## config.mk

```make
export PLATFORM = sky130hd
export DESIGN_NAME = seq_multiplier_flat
export DESIGN_NICKNAME = d
export VERILOG_FILES = /design/src/rtl/mul_pkg.sv /design/src/rtl/seq_multiplier_if.sv /design/src/rtl/seq_mul_negate.sv /design/src/rtl/seq_multiplier.sv /design/src/flat_wrapper.sv
export SDC_FILE = /design/constraint.sdc
export NUM_CORES = 1
export LEC_CHECK = 0
export ABC_AREA = 0
export BUFFER_PORTS_ARGS = -buffer_cell sky130_fd_sc_hd__buf_2
export CAP_MARGIN = 10
export CORE_ASPECT_RATIO = 0.8
export CORE_UTILIZATION = 40
export CTS_CLUSTER_DIAMETER = 120
export DETAILED_ROUTE_END_ITERATION = 16
export PLACE_DENSITY_LB_ADDON = 0.2
export REMOVE_ABC_BUFFERS = 1
export SYNTH_ARGS = -nofsm -noshare
export SYNTH_HDL_FRONTEND = slang
export SYNTH_SLANG_ARGS = --single-unit
```

## constraint.sdc

```tcl
create_clock -name clk -period 15.2 [get_ports clk]
set_input_delay 0.76 -clock clk [delete_from_list [all_inputs] [get_ports clk]]
set_output_delay 0.76 -clock clk [all_outputs]
set_load 0.03 [all_outputs]
```

## src/rtl/mul_pkg.sv

```systemverilog
// mul_pkg: shared width, counter width and FSM state encoding for the
// iterative multiplier.
package mul_pkg;
   localparam int MUL_WIDTH = 64;
   localparam int CNT_W = $clog2(MUL_WIDTH);
   typedef enum logic [2:0] {IDLE, ABS, CALC, FIX, DONE} state_t;
endpackage

```

## src/rtl/seq_multiplier_if.sv

```systemverilog
// seq_multiplier_if: operand/result handshake bundle between the issuing stage
// and the multiplier.
interface seq_multiplier_if import mul_pkg::*; #(parameter int W = MUL_WIDTH);
   logic           valid_in;
   logic [W-1:0]   multiplicand;
   logic [W-1:0]   multiplier;
   logic [2*W-1:0] product;
   logic           valid_out;
   logic           busy;
   modport master (output valid_in, multiplicand, multiplier, input product, valid_out, busy);
   modport slave (input valid_in, multiplicand, multiplier, output product, valid_out, busy);
endinterface

```

## src/rtl/seq_mul_negate.sv

```systemverilog
// seq_mul_negate: conditional two's-complement negator, dout = en ? -din : din.
module seq_mul_negate #(parameter int W = 64) (
   input  logic         en,
   input  logic [W-1:0] din,
   output logic [W-1:0] dout
);
   assign dout = en ? ~din + W'(1) : din;
endmodule

```

## src/rtl/seq_multiplier.sv

```systemverilog
// seq_multiplier: iterative 64x64->128 shift-add multiplier with a fixed latency.
// Signed operands when SEQ_MUL_SIGNED_EN is defined, unsigned otherwise.
module seq_multiplier import mul_pkg::*; (
   input logic clk,
   input logic rst,
   seq_multiplier_if.slave bus
);
   localparam int W = MUL_WIDTH;
   state_t         state;
   logic [W-1:0]   a_r, b_r, mcand, mplr, a_mag, b_mag;
   logic [2*W-1:0] acc, p_fix;
   logic [CNT_W-1:0] cnt;
   logic [W:0]     sum;
   logic           neg, neg_a, neg_b;
`ifdef SEQ_MUL_SIGNED_EN
   assign neg_a = a_r[W-1];
   assign neg_b = b_r[W-1];
`else
   assign neg_a = 1'b0;
   assign neg_b = 1'b0;
`endif
   seq_mul_negate #(.W(W))   u_neg_a (.en(neg_a), .din(a_r), .dout(a_mag));
   seq_mul_negate #(.W(W))   u_neg_b (.en(neg_b), .din(b_r), .dout(b_mag));
   seq_mul_negate #(.W(2*W)) u_neg_p (.en(neg), .din(acc), .dout(p_fix));
   // the carry out of the upper-half add becomes the new MSB after the shift
   assign sum = {1'b0, acc[2*W-1:W]} + (mplr[0] ? {1'b0, mcand} : '0);
   always_ff @(posedge clk)
      if (rst) begin
         state         <= IDLE;
         bus.product   <= '0;
         bus.valid_out <= 1'b0;
         bus.busy      <= 1'b0;
         cnt           <= '0;
         neg           <= 1'b0;
      end else
         case (state)
            IDLE: if (bus.valid_in) begin
               a_r      <= bus.multiplicand;
               b_r      <= bus.multiplier;
               bus.busy <= 1'b1;
               state    <= ABS;
            end
            ABS: begin
               neg   <= neg_a ^ neg_b;
               mcand <= a_mag;
               mplr  <= b_mag;
               acc   <= '0;
               cnt   <= '0;
               state <= CALC;
            end
            CALC: begin
               acc   <= {sum, acc[W-1:1]};
               mplr  <= {acc[0], mplr[W-1:1]};
               cnt   <= cnt + CNT_W'(1);
               state <= cnt == CNT_W'(W-1) ? FIX : CALC;
            end
            FIX: begin
               bus.product   <= p_fix;
               bus.valid_out <= 1'b1;
               state         <= DONE;
            end
            DONE: begin
               bus.valid_out <= 1'b0;
               bus.busy      <= 1'b0;
               state         <= IDLE;
            end
            default: state <= IDLE;
         endcase
endmodule
```

## src/flat_wrapper.sv

```systemverilog
// flat-port wrapper written by rule: the top's interface ports become plain ports
module seq_multiplier_flat import mul_pkg::*;
  (clk, rst, bus_valid_in, bus_multiplicand, bus_multiplier, bus_product, bus_valid_out, bus_busy);
  seq_multiplier_if bus_i ();
  input logic clk;
  input logic rst;
  input wire logic [$bits(bus_i.valid_in)-1:0] bus_valid_in;
  input wire logic [$bits(bus_i.multiplicand)-1:0] bus_multiplicand;
  input wire logic [$bits(bus_i.multiplier)-1:0] bus_multiplier;
  output wire logic [$bits(bus_i.product)-1:0] bus_product;
  output wire logic [$bits(bus_i.valid_out)-1:0] bus_valid_out;
  output wire logic [$bits(bus_i.busy)-1:0] bus_busy;
  assign bus_i.valid_in = bus_valid_in;
  assign bus_i.multiplicand = bus_multiplicand;
  assign bus_i.multiplier = bus_multiplier;
  assign bus_product = bus_i.product;
  assign bus_valid_out = bus_i.valid_out;
  assign bus_busy = bus_i.busy;
  seq_multiplier u_core (.clk(clk), .rst(rst), .bus(bus_i));
endmodule
```

==> flow_summary_export.csv <==
group,metric,value,unit
status,status,"finished clean",
route,drc_errors,0,
logic_synthesis,synthesis.area,22400,sq um
placement,dpl_cell_area,24400,sq um
logic_synthesis,syn-instance-count,2023,
logic_synthesis,synth-edff-count,384,
die,die_height,214,um
power,internal-power,2.52,mW
grt,grt_usage,18.5,%
final_layout,fin_util,47.4,%
logic_synthesis,ys.flop_type,"edfxtp_1",
grt,grt_max_degree,82,
setup_path,cp_cell_sequence,"buf_4, and2_1, ha_1, fa_1, a211oi_1, or3b_1, nand2_1, a311o_1, a31oi_1, o21ai_0, a31oi_1, xor2_1, nor2_1",
setup_path,cpMaxStageDelayCell,"edfxtp_1",
cts,clock_path_buffers,3,
grt,antenna_found_initial,10,
cts,hold_buffers,0,
placement,place.port_buffers,260,
timing,tightest_slew,1130,ps
setup_path,path_common_cell,"a31oi_1",
final_layout,drive_above_1_share,17.6,%
route,antenna_left,0,
die,die-width,267,um
cts,ctsResizeCount,0,
route,totalWireLength,53400,um
logic_synthesis,synth_area_leaders,"edfxtp_1, dfxtp_1, nand2_1",
setup_path,crit_family,"compound AO/OA/AOI/OAI gates",
route,avgViaCountPerCell,5.11,
run,drv_cap,0,
timing,rsz0062_at_grt,"false",
logic_synthesis,ys_seq_elements,523,
cts,tritoncts,"built",
power,p_seq_share,49.3,%
timing,maxSlewViolCount,0,
timing,hold_violations,0,
timing,period_share,26.4,%
cts,cts_setup_buffers,0,
final_layout,layout.nets,2436,
cts,h-tree-depth,2,
die,core-area,55300,sq um
grt,grt_pass1_vias,14945,
setup_path,worst-setup-path-type,"reg2reg",
timing,max_freq,249,MHz
power,total_power,3.34,mW
final_layout,ff_latch_area,14300,sq um
final_layout,fin_cells,3037,
timing,worst_clock_skew,27.4,ps
setup_path,crit_fanout,53,
route,vias,15510,
timing,min_period,4020,ps
logic_synthesis,yosysUniqueCellTypes,76,
setup_path,crit_path_start_kind,"flip-flop",
logic_synthesis,yosys_warnings,0,
timing,relSlewSlack,24.7,%
timing,final-setup-viol-count,0,
die,ioPinCount,261,
route,dr.pass1.iters,5,
power,p_sw,825,uW
route,wire_per_inst,17.6,um
cts,cts_buffers,53,
power,clkPwrFrac,40.6,%
setup_path,crit_required,15510,ps
min_path,hp-class,"in2reg",
logic_synthesis,async_reset_ff_share,0,%
setup_path,cp_num_buf_inv,1,
cts,clk_latency,600,ps
die,placementRows,77,
grt,grt_pass1_wl,83100,um
logic_synthesis,yosysTopAreaCellShare,51.4,%
die,die_area,57100,sq um
placement,place_inst,2934,
setup_path,max_stage_delay,540,ps
grt,overflow,0,
placement,dp_hpwl,36000,um
final_layout,multi_input_area,7630,sq um
logic_synthesis,seq_area_frac_synth,63.8,%
final_layout,fin_area,26200,sq um
power,ir_drop,92.0,uV
logic_synthesis,yosys.area.top_type,"edfxtp_1",
cts,numClockSinks,523,
power,switching_share,24.7,%
cts,cts.clk_slew.worst_paths,70,ps
power,p_leak,10.3,nW
final_layout,fill_cells,5203,
setup_path,critPathCaptureType,"flip-flop",
power,p_comb_share,10.1,%
power,power_density,127,nW/um^2
route,drtIter0Drc,1056,
placement,gp_congestion,0.904,
final_layout,syn_to_final_growth,16.9,%
setup_path,worstPathArrival,4330,ps
cts,cts-root-buf,"clkbuf_16",
logic_synthesis,syn_area_per_cell,11.1,sq um
die,initial_utilization,40.6,%
-- synthesized netlist by cell type (3+ instances only) --
library cell	instances
ha_1	65
clkbuf_1	93
a31oi_1	13
a211oi_1	5
inv_1	14
mux2i_1	3
nand2b_1	3
xnor2_1	24
a21o_2	3
xor2_1	28
o21ai_0	45
dfxtp_1	139
a221oi_1	4
a21oi_1	213
nand4_1	22
nand2_1	513
edfxtp_1	384
nor4_1	3
o211ai_1	7
a21o_1	40
and2_1	70
nand3_1	18
buf_2	9
nor2b_1	8
nor3_1	20
o31ai_1	9
o21ai_1	3
nor3b_1	3
and3_1	75
nor2_1	98
o21bai_1	10
o21a_1	10
or3_1	6
buf_1	10
-- sequential cells by signal (all words and copies together), names as in the netlist --
signal	flops
u_core.bus.valid_out	1
u_core.mcand	64
u_core.state	3
u_core.bus.busy	1
u_core.acc	128
u_core.bus.product	128
u_core.mplr	64
u_core.b_r	64
u_core.cnt	6
u_core.a_r	64
-- power by group through the flow --
stage	Sequential, mW	Clock [mW]	Combinational [mW]
final	1.65	1.36	0.338
after global placement	1.68	0	0.335
after global routing	1.65	1.45	0.377
after CTS	1.65	1.40	0.341
after detailed placement	1.68	0	0.339
after floorplan	1.70	0	0.216
-- placed cells by master (no fill, tap or decap), types with 3 or more instances in the layout --
cell type	Yosys	final
and2_1	70	69
a21oi_1	213	213
nand4_1	22	22
nor2b_1	8	8
buf_2	9	259
nand3_1	18	18
a21o_2	3	3
xor2_1	28	28
a221oi_1	4	4
or3_1	6	6
o21a_1	10	10
nor3_1	20	18
buf_4	2	18
o31ai_1	9	9
nor4_1	3	3
nor2_1	98	97
a211oi_1	5	5
clkinv_2	0	8
clkbuf_1	93	9
inv_1	14	14
xnor2_1	24	24
inv_6	0	4
diode_2	0	3
o21ai_0	45	45
a31oi_1	13	13
nand2_1	513	511
and3_1	75	74
ha_1	65	65
o21bai_1	10	10
inv_4	0	3
nor3b_1	3	3
dfxtp_1	139	138
nand2b_1	3	3
mux2i_1	3	3
o21ai_1	3	3
clkbuf_8	0	4
edfxtp_1	384	384
o211ai_1	7	7
a21o_1	40	40
clkbuf_16	0	61
-- area by class of cell --
| cell class | count | area share (%) |
|---|---|---|
| antenna | 3 | 0.0286 |
| clock buffer | 75 | 6.19 |
| clock inverter | 25 | 0.878 |
| inverter | 14 | 0.200 |
| multi-input combinational | 1370 | 29.1 |
| sequential | 523 | 54.6 |
| tap | 750 | 3.58 |
| timing repair buffer | 277 | 5.46 |
-- per-stage QoR --
step                TNS (ps)  hold WS, ps  setup WS [ps]
finish                     0          327          11180
floorplan             -21970          400           -114
detailed placement         0          405          11210
global placement           0          406          11260
CTS                        0          285          11160
global route               0          292          10850
-- routing by layer --
| metal | vias up | track usage (%) | routed length, um |
|---|---|---|---|
| li1 | 7605 | - | - |
| met1 | 7468 | 26.9 | 26200 |
| met2 | 353 | 28.1 | 23200 |
| met3 | 70 | 4.01 | 3010 |
| met4 | 14 | 4.68 | 878 |
| met5 | - | 0 | 86 |
-- logic make-up (layout without fill, tap and decap cells) --
kind of cell | after synthesis | in the layout | share of synthesized area, %
fa+ha+maj | 66 | 66 | 3.71
compound gates | 395 | 395 | 11.0
other cells | 0 | 3 | 0
flops | 523 | 523 | 63.8
buf+inv | 130 | 391 | 2.41
simple gates | 854 | 854 | 17.0
mux | 3 | 3 | 0.134
xor+xnor | 52 | 52 | 2.03
-- worst paths after layout --
| kind | start | end | slack (ps) | depth (start not counted) |
|---|---|---|---|---|
| max | u_core.mplr[0]$_DFFE_PP_ | u_core.acc[87]$_SDFFCE_PN0P_ | 11180 | 13 |
| min | bus_multiplicand[35] | u_core.a_r[35]$_DFFE_PP_ | 330 | 1 |
| max reg2reg | u_core.mplr[0]$_DFFE_PP_ | u_core.acc[87]$_SDFFCE_PN0P_ | 11180 | 13 |
| min reg2reg | u_core.a_r[6]$_DFFE_PP_ | u_core.mcand[6]$_DFFE_PP_ | 400 | 0 |
-- worst register-to-register path, cell delays in order, from the launching register on --
cell,delay (ps)
edfxtp_1,540
buf_4,360
and2_1,240
ha_1,200
fa_1,430
a211oi_1,320
or3b_1,200
nand2_1,100
a311o_1,350
a31oi_1,320
o21ai_0,210
a31oi_1,240
xor2_1,170
nor2_1,50
Note: power is estimated with default switching activity, not from simulation.
